`src/rtl/store_buffer_if.sv`:
```
// -----------------------------------------------------------------------------
// store_buffer_if
//
// Purpose : Bundles every non-clock signal of the store buffer. The M stage
//           pushes stores and issues forwarding lookups, and the dcache accepts
//           the drained head entry.
//
// Modports:
//   slave  - the store buffer itself
//   master - the environment (M stage + dcache) driving the buffer
//
// Signals:
//   push_valid/push_addr/push_data/push_is_byte -> store presented by M
//   push_ready                                  <- buffer can accept a store
//   ld_valid/ld_addr/ld_is_byte                 -> load lookup from M
//   fwd_hit/fwd_data/fwd_stall                  <- forwarding result
//   dc_req/dc_addr/dc_data/dc_is_byte           <- head entry to the dcache
//   dc_ack                                      -> dcache accepted the head
//   empty/count                                 <- occupancy
// -----------------------------------------------------------------------------
interface store_buffer_if #(
  parameter int WORD_WIDTH    = 32,
  parameter int ADDRESS_WIDTH = 32,
  parameter int ENTRIES       = 4,
  parameter int PTR_WIDTH     = $clog2(ENTRIES)
) ();

  // Store push from the M stage
  logic                     push_valid;
  logic [ADDRESS_WIDTH-1:0] push_addr;
  logic [WORD_WIDTH-1:0]    push_data;
  logic                     push_is_byte;
  logic                     push_ready;

  // Load forwarding lookup
  logic                     ld_valid;
  logic [ADDRESS_WIDTH-1:0] ld_addr;
  logic                     ld_is_byte;
  logic                     fwd_hit;
  logic [WORD_WIDTH-1:0]    fwd_data;
  logic                     fwd_stall;

  // Drain towards the dcache
  logic                     dc_req;
  logic [ADDRESS_WIDTH-1:0] dc_addr;
  logic [WORD_WIDTH-1:0]    dc_data;
  logic                     dc_is_byte;
  logic                     dc_ack;

  // Occupancy
  logic                     empty;
  logic [PTR_WIDTH:0]       count;

  modport slave (
    input  push_valid, push_addr, push_data, push_is_byte,
    output push_ready,
    input  ld_valid, ld_addr, ld_is_byte,
    output fwd_hit, fwd_data, fwd_stall,
    output dc_req, dc_addr, dc_data, dc_is_byte,
    input  dc_ack,
    output empty, count
  );

  modport master (
    output push_valid, push_addr, push_data, push_is_byte,
    input  push_ready,
    output ld_valid, ld_addr, ld_is_byte,
    input  fwd_hit, fwd_data, fwd_stall,
    input  dc_req, dc_addr, dc_data, dc_is_byte,
    output dc_ack,
    input  empty, count
  );

endinterface

```
`src/rtl/store_buffer.sv`:
```
// -----------------------------------------------------------------------------
// store_buffer
//
// Purpose : In-order FIFO of committed stores sitting between the M stage and
//           the data cache. Stores retire from M in one cycle, drain to the
//           dcache one per cycle over a req/ack handshake, and buffered data is
//           forwarded to younger loads. A word load that overlaps a buffered
//           byte store cannot be assembled here and is stalled instead.
//
// Ports:
//   clk   - system clock, rising edge
//   reset - synchronous, active-high; discards every buffered entry
//   bus   - store_buffer_if.slave (push, load lookup, dcache drain, occupancy)
// -----------------------------------------------------------------------------
module store_buffer #(
  parameter int WORD_WIDTH    = 32,
  parameter int ADDRESS_WIDTH = 32,
  parameter int ENTRIES       = 4,
  parameter int PTR_WIDTH     = $clog2(ENTRIES)
) (
  input  logic               clk,
  input  logic               reset,
  store_buffer_if.slave      bus
);

  localparam int CW = PTR_WIDTH + 1;

  // ---------------------------------------------------------------------------
  // State
  // ---------------------------------------------------------------------------
  logic [ADDRESS_WIDTH-1:0] r_addr [ENTRIES];
  logic [WORD_WIDTH-1:0]    r_data [ENTRIES];
  logic [ENTRIES-1:0]       r_is_byte;

  logic [PTR_WIDTH-1:0]     r_wr_ptr;
  logic [PTR_WIDTH-1:0]     r_rd_ptr;
  logic [CW-1:0]            r_count;

  logic w_empty;
  logic w_push_ready;
  logic w_push;
  logic w_pop;

  // Full/empty come from the count, so equal pointers are never ambiguous.
  assign w_empty      = (r_count == '0);
  // Depends on registered state only: a pop in the same cycle does not
  // open a slot until the following cycle.
  assign w_push_ready = (r_count < CW'(ENTRIES));
  assign w_push       = bus.push_valid && w_push_ready;
  assign w_pop        = !w_empty && bus.dc_ack;

  // ---------------------------------------------------------------------------
  // Pointers and occupancy
  // ---------------------------------------------------------------------------
  always_ff @(posedge clk) begin
    if (reset) begin
      r_wr_ptr <= '0;
      r_rd_ptr <= '0;
      r_count  <= '0;
    end else begin
      // ENTRIES is a power of two, so natural overflow wraps the pointers.
      if (w_push) r_wr_ptr <= r_wr_ptr + PTR_WIDTH'(1);
      if (w_pop)  r_rd_ptr <= r_rd_ptr + PTR_WIDTH'(1);
      unique case ({w_push, w_pop})
        2'b10:   r_count <= r_count + CW'(1);
        2'b01:   r_count <= r_count - CW'(1);
        default: r_count <= r_count;
      endcase
    end
  end

  // Entry storage needs no reset: validity is tracked by pointers and count.
  always_ff @(posedge clk) begin
    if (w_push) begin
      r_addr[r_wr_ptr]    <= bus.push_addr;
      r_data[r_wr_ptr]    <= bus.push_data;
      r_is_byte[r_wr_ptr] <= bus.push_is_byte;
    end
  end

  // ---------------------------------------------------------------------------
  // Drain port: head entry, forced to zero when nothing is held
  // ---------------------------------------------------------------------------
  assign bus.dc_req     = !w_empty;
  assign bus.dc_addr    = w_empty ? '0   : r_addr[r_rd_ptr];
  assign bus.dc_data    = w_empty ? '0   : r_data[r_rd_ptr];
  assign bus.dc_is_byte = w_empty ? 1'b0 : r_is_byte[r_rd_ptr];

  assign bus.push_ready = w_push_ready;
  assign bus.empty      = w_empty;
  assign bus.count      = r_count;

  // ---------------------------------------------------------------------------
  // Forwarding: evaluate every slot by age (0 = oldest), then let the
  // youngest deciding slot win.
  // ---------------------------------------------------------------------------
  logic [PTR_WIDTH-1:0]  w_age_idx   [ENTRIES];
  logic [WORD_WIDTH-1:0] w_shifted   [ENTRIES];
  logic [7:0]            w_lane_byte [ENTRIES];
  logic [WORD_WIDTH-1:0] w_ent_data  [ENTRIES];
  logic [ENTRIES-1:0]    w_age_valid;
  logic [ENTRIES-1:0]    w_match;
  logic [ENTRIES-1:0]    w_ent_hit;
  logic [ENTRIES-1:0]    w_ent_stall;

  genvar gi;
  generate
    for (gi = 0; gi < ENTRIES; gi++) begin : g_slot
      assign w_age_idx[gi]   = r_rd_ptr + PTR_WIDTH'(gi);
      assign w_age_valid[gi] = (CW'(gi) < r_count);
      assign w_match[gi]     = w_age_valid[gi] &&
                               (r_addr[w_age_idx[gi]][ADDRESS_WIDTH-1:2] ==
                                bus.ld_addr[ADDRESS_WIDTH-1:2]);

      // Byte lane of a word store selected by the load's byte offset.
      assign w_shifted[gi]   = r_data[w_age_idx[gi]] >> {bus.ld_addr[1:0], 3'b000};
      assign w_lane_byte[gi] = r_is_byte[w_age_idx[gi]] ? r_data[w_age_idx[gi]][7:0]
                                                        : w_shifted[gi][7:0];

      // A byte store only covers a byte load at the same offset; a byte
      // store at another offset leaves the search running.
      assign w_ent_hit[gi] = w_match[gi] &&
                             (!r_is_byte[w_age_idx[gi]] ||
                              (bus.ld_is_byte &&
                               (r_addr[w_age_idx[gi]][1:0] == bus.ld_addr[1:0])));
      // A word load cannot be assembled from a single buffered byte.
      assign w_ent_stall[gi] = w_match[gi] && r_is_byte[w_age_idx[gi]] && !bus.ld_is_byte;

      assign w_ent_data[gi] = bus.ld_is_byte
                              ? {{(WORD_WIDTH-8){1'b0}}, w_lane_byte[gi]}
                              : r_data[w_age_idx[gi]];
    end
  endgenerate

  logic                  w_hit;
  logic                  w_stall;
  logic [WORD_WIDTH-1:0] w_fwd_data;

  always_comb begin
    w_hit      = 1'b0;
    w_stall    = 1'b0;
    w_fwd_data = '0;
    // Oldest to youngest: later (younger) deciding slots override earlier ones.
    for (int k = 0; k < ENTRIES; k++) begin
      if (w_ent_hit[k] || w_ent_stall[k]) begin
        w_hit      = w_ent_hit[k];
        w_stall    = w_ent_stall[k];
        w_fwd_data = w_ent_data[k];
      end
    end
  end

  assign bus.fwd_hit   = bus.ld_valid && w_hit;
  assign bus.fwd_stall = bus.ld_valid && w_stall;
  assign bus.fwd_data  = (bus.ld_valid && w_hit) ? w_fwd_data : '0;

endmodule

```
`src/flat_wrapper.sv`:
```
// flat-port wrapper written by rule: the top's interface ports become plain ports
module store_buffer_flat 
#(
  parameter int WORD_WIDTH    = 32,
  parameter int ADDRESS_WIDTH = 32,
  parameter int ENTRIES       = 4,
  parameter int PTR_WIDTH     = $clog2(ENTRIES)
)
  (clk, reset, bus_push_valid, bus_push_addr, bus_push_data, bus_push_is_byte, bus_push_ready, bus_ld_valid, bus_ld_addr, bus_ld_is_byte, bus_fwd_hit, bus_fwd_data, bus_fwd_stall, bus_dc_req, bus_dc_addr, bus_dc_data, bus_dc_is_byte, bus_dc_ack, bus_empty, bus_count);
  store_buffer_if #(.WORD_WIDTH(WORD_WIDTH), .ADDRESS_WIDTH(ADDRESS_WIDTH), .ENTRIES(ENTRIES), .PTR_WIDTH(PTR_WIDTH)) bus_i ();
  input  logic clk;
  input  logic reset;
  input wire logic [$bits(bus_i.push_valid)-1:0] bus_push_valid;
  input wire logic [$bits(bus_i.push_addr)-1:0] bus_push_addr;
  input wire logic [$bits(bus_i.push_data)-1:0] bus_push_data;
  input wire logic [$bits(bus_i.push_is_byte)-1:0] bus_push_is_byte;
  output wire logic [$bits(bus_i.push_ready)-1:0] bus_push_ready;
  input wire logic [$bits(bus_i.ld_valid)-1:0] bus_ld_valid;
  input wire logic [$bits(bus_i.ld_addr)-1:0] bus_ld_addr;
  input wire logic [$bits(bus_i.ld_is_byte)-1:0] bus_ld_is_byte;
  output wire logic [$bits(bus_i.fwd_hit)-1:0] bus_fwd_hit;
  output wire logic [$bits(bus_i.fwd_data)-1:0] bus_fwd_data;
  output wire logic [$bits(bus_i.fwd_stall)-1:0] bus_fwd_stall;
  output wire logic [$bits(bus_i.dc_req)-1:0] bus_dc_req;
  output wire logic [$bits(bus_i.dc_addr)-1:0] bus_dc_addr;
  output wire logic [$bits(bus_i.dc_data)-1:0] bus_dc_data;
  output wire logic [$bits(bus_i.dc_is_byte)-1:0] bus_dc_is_byte;
  input wire logic [$bits(bus_i.dc_ack)-1:0] bus_dc_ack;
  output wire logic [$bits(bus_i.empty)-1:0] bus_empty;
  output wire logic [$bits(bus_i.count)-1:0] bus_count;
  assign bus_i.push_valid = bus_push_valid;
  assign bus_i.push_addr = bus_push_addr;
  assign bus_i.push_data = bus_push_data;
  assign bus_i.push_is_byte = bus_push_is_byte;
  assign bus_push_ready = bus_i.push_ready;
  assign bus_i.ld_valid = bus_ld_valid;
  assign bus_i.ld_addr = bus_ld_addr;
  assign bus_i.ld_is_byte = bus_ld_is_byte;
  assign bus_fwd_hit = bus_i.fwd_hit;
  assign bus_fwd_data = bus_i.fwd_data;
  assign bus_fwd_stall = bus_i.fwd_stall;
  assign bus_dc_req = bus_i.dc_req;
  assign bus_dc_addr = bus_i.dc_addr;
  assign bus_dc_data = bus_i.dc_data;
  assign bus_dc_is_byte = bus_i.dc_is_byte;
  assign bus_i.dc_ack = bus_dc_ack;
  assign bus_empty = bus_i.empty;
  assign bus_count = bus_i.count;
  store_buffer #(.WORD_WIDTH(WORD_WIDTH), .ADDRESS_WIDTH(ADDRESS_WIDTH), .ENTRIES(ENTRIES), .PTR_WIDTH(PTR_WIDTH)) u_core (.clk(clk), .reset(reset), .bus(bus_i));
endmodule
```
`config.mk`:
```
export PLATFORM = sky130hd
export DESIGN_NAME = store_buffer_flat
export DESIGN_NICKNAME = d
export VERILOG_FILES = /design/src/rtl/store_buffer_if.sv /design/src/rtl/store_buffer.sv /design/src/flat_wrapper.sv
export SDC_FILE = /design/constraint.sdc
export NUM_CORES = 1
export LEC_CHECK = 0
export BUFFER_PORTS_ARGS = -buffer_cell sky130_fd_sc_hd__clkbuf_2
export CAP_MARGIN = 40
export CORE_MARGIN = 5
export CORE_UTILIZATION = 40
export CTS_CLUSTER_DIAMETER = 100
export DETAILED_ROUTE_END_ITERATION = 12
export PLACE_DENSITY = 0.61
export SKIP_LAST_GASP = 1
export SYNTH_ARGS = -nofsm -noshare
export SYNTH_HDL_FRONTEND = slang
export SYNTH_SLANG_ARGS = --single-unit
```
`constraint.sdc`:
```
create_clock -name clk -period 18.95 [get_ports clk]
set_input_delay 5.685 -clock clk [delete_from_list [all_inputs] [get_ports clk]]
set_output_delay 5.685 -clock clk [all_outputs]
set_load 0.005 [all_outputs]
```
==> impl_metrics.tcl <==
set metrics [dict create \
    yosysSeqAreaShare_pct 41.1 \
    start_util_pct 40.5 \
    r2r_start "u_core.bus.count[2]" \
    post_drt_wl_per_cell_um 26.2 \
    grt_overflow 0 \
    path_clk_slew_ns 0.06 \
    dieArea_um2 53100 \
    power_mw 2.69 \
    synth_cell_types 69 \
    clk_latency_ns 0.55 \
    std_cell_rows 80 \
    drive_gt1_share_pct 24.2 \
    grt_pass1_wl_um 97500 \
    cp.arrival_ns 9.68 \
    min_path_type "reg -> reg" \
    whs_endpoint "u_core.bus.count[1]" \
    cts_tree "yes" \
    peakVddDrop_uv 100 \
    setup-tns-final_ns 0 \
    power.density_nw_per_um2 122 \
    fillers 4448 \
    tightestPinTransition_ns 1.02 \
    reg2regPathDepth 3 \
    coreArea_um2 47900 \
    viasPerCell 6.19 \
    wl_um 66300 \
    report.final.slew_viol_count 0 \
    rsz0062_at_grt "false" \
    cts_inserted_buffers 34 \
    crit_type "in -> out" \
    drt_iter0_drc 1687 \
    grt_pass1_vias 15351 \
    crit_path_end_kind "output port" \
    dr.pass1.iters 6 \
    die_y_um 230 \
    min_period_over_period_pct 81.1 \
    cts_max_level 2 \
    clock_path_buffers 3 \
    period_minus_slack_ns 15.36 \
    synthesis.area_um2 19400 \
    synth_top_area_cell "edfxtp_1" \
    synth_edf_count 260 \
    syn_avg_cell_area_um2 11.0 \
    ctsHoldBuffers 0 \
    yosys.area.top_type_share_pct 40.2 \
    synth_area_leaders "edfxtp_1 (40%), mux2i_1 (11%), mux4_2 (8.3%)" \
    area_growth_pct 13.3 \
    reg2reg_slack_ns 16.27 \
    setup_viol 0 \
    drc 0 \
    crit-reg2reg-capture "u_core.r_addr[0][28]" \
    cts_sinks 269 \
    synth.most_common_cell "edfxtp_1" \
    root_buffer "clkbuf_16" \
    io_pins 208 \
    worstPathMaxFanout 24 \
    status "complete, no violations" \
    worst_setup_path_start_kind "primary input" \
    setup_ws_ns 3.59 \
    grt_max_degree 170 \
    cts_resized 0 \
    syn_inst 1767 \
    synth_commonest_cells "edfxtp_1 (260), mux2i_1 (218), nor2_1 (172), a21oi_1 (126), nor2b_1 (102)" \
    ys_seq_elements 269 \
    antenna_found_initial 10 \
    dpl.hpwl_um 46500 \
    finalHoldViolCount 0 \
    die_w_um 230 \
    clock.fmax_mhz 65.1 \
    hp-start "u_core.bus.count[1]" \
    port_buffers 207 \
    ant_nets 0 \
    route.vias.total 15620 \
    pre_cts_ws_ns 3.71 \
    clock-skew-final_ns 0.0224 \
    track_usage_pct 24.1 \
    synthArstFlopShare_pct 0 \
    maxSlewHeadroom_pct 32.0 \
    min_path_cells 2 \
    ys.flop_type "edfxtp_1" \
    p_leak_nw 7.07 \
    critical_path_required_ns 13.26 \
    gp_congestion 0.932 \
    max_cap_viol_count 0 \
    cts_setup_buffers 0 \
    ys_warn_count 0 \
    syn_nets 1878 \
    nets 1990 \
]
==> power breakdown <==
part           switching [mW]  total [mW]  internal, mW
sequential             0.0774       0.800         0.723
clock                   0.264       0.702         0.438
combinational           0.723        1.19         0.469
total                    1.06        2.69          1.63
==> placed cells by master, fill, tap and decap left out, drive strengths merged, types with 21 or more instances in the layout <==
master,count
nand2,68
mux2i,219
a211oi,39
a221oi,22
edfxtp,260
nor2b,102
a21oi,145
buf,30
nor4b,25
xnor2,84
mux2,47
nor2,172
clkbuf,244
o21bai,25
a22oi,25
o21ai,40
xor2,44
a31oi,21
mux4,72
==> worst max-delay path, stage by stage <==
cell	delay, ns
clkbuf_2	0.27
inv_1	0.12
a222oi_1	0.33
nand4_1	0.12
o21ai_0	0.13
nor3b_1	0.54
nand4_1	0.83
o21a_1	0.36
a221o_2	0.53
buf_12	0.24
a2111oi_2	0.31
clkbuf_2	0.18
==> layout make-up <==
| class | instances | area [um2] | share of cell area, % |
|---|---|---|---|
| Antenna cell | 6 | 15.0 | 0.0682 |
| Clock buffer | 37 | 893 | 4.06 |
| Clock inverter | 24 | 317 | 1.44 |
| Inverter | 19 | 72.6 | 0.330 |
| Multi-Input combinational cell | 1318 | 10600 | 48.2 |
| Sequential cell | 269 | 8000 | 36.3 |
| Tap cell | 615 | 769 | 3.49 |
| Timing Repair Buffer | 237 | 1340 | 6.06 |
==> kinds of logic (layout without fill, tap and decap cells) <==
kind of cell,Yosys count,in the layout,share of synthesized area (%)
other cells,0,6,0
mux,338,338,22.4
xor+xnor,128,128,5.77
simple gates,444,444,11.6
buf+inv,180,317,4.49
compound gates,400,400,14.1
fa+ha+maj,8,8,0.515
flops,269,269,41.1
==> how the worst max path moves through the flow <==
stage | start | end | slack (ns) | cells after the start
after CTS | bus_ld_addr[1] | bus_fwd_data[4] | 3.70 | 12
after floorplan | bus_ld_addr[12] | bus_fwd_data[12] | 4.90 | 11
after global routing | bus_ld_addr[1] | bus_fwd_data[4] | 3.35 | 12
after global placement | bus_ld_addr[13] | bus_fwd_data[4] | 3.13 | 10
final | bus_ld_addr[31] | bus_fwd_data[4] | 3.59 | 12
after detailed placement | bus_ld_addr[1] | bus_fwd_data[4] | 3.71 | 12
==> metrics by stage <==
step	hold WS (ns)	area [um2]	util, %	cells
after global placement	0.561	20700	43.1	2450
final	0.582	22000	45.9	2525
after global routing	0.624	22000	45.9	2522
after detailed placement	0.565	20800	43.4	2458
after floorplan	0.537	19400	-	1767
after CTS	0.574	22000	45.9	2519
==> flip-flops by register name, summed over array words and instances, names as in the netlist, named ones only <==
| name | cells |
|---|---|
| u_core.bus.count | 3 |
| u_core.r_wr_ptr | 2 |
| u_core.r_data | 128 |
| u_core.r_addr | 128 |
| u_core.r_rd_ptr | 2 |
| u_core.r_is_byte | 4 |
==> layer usage <==
metal / routed length, um / track usage, %
met5: 37 / 0
met4: 1990 / 8.14
met3: 4870 / 4.18
met2: 31300 / 39.3
met1: 28100 / 32.9
Power figures use the tool's default switching activity.
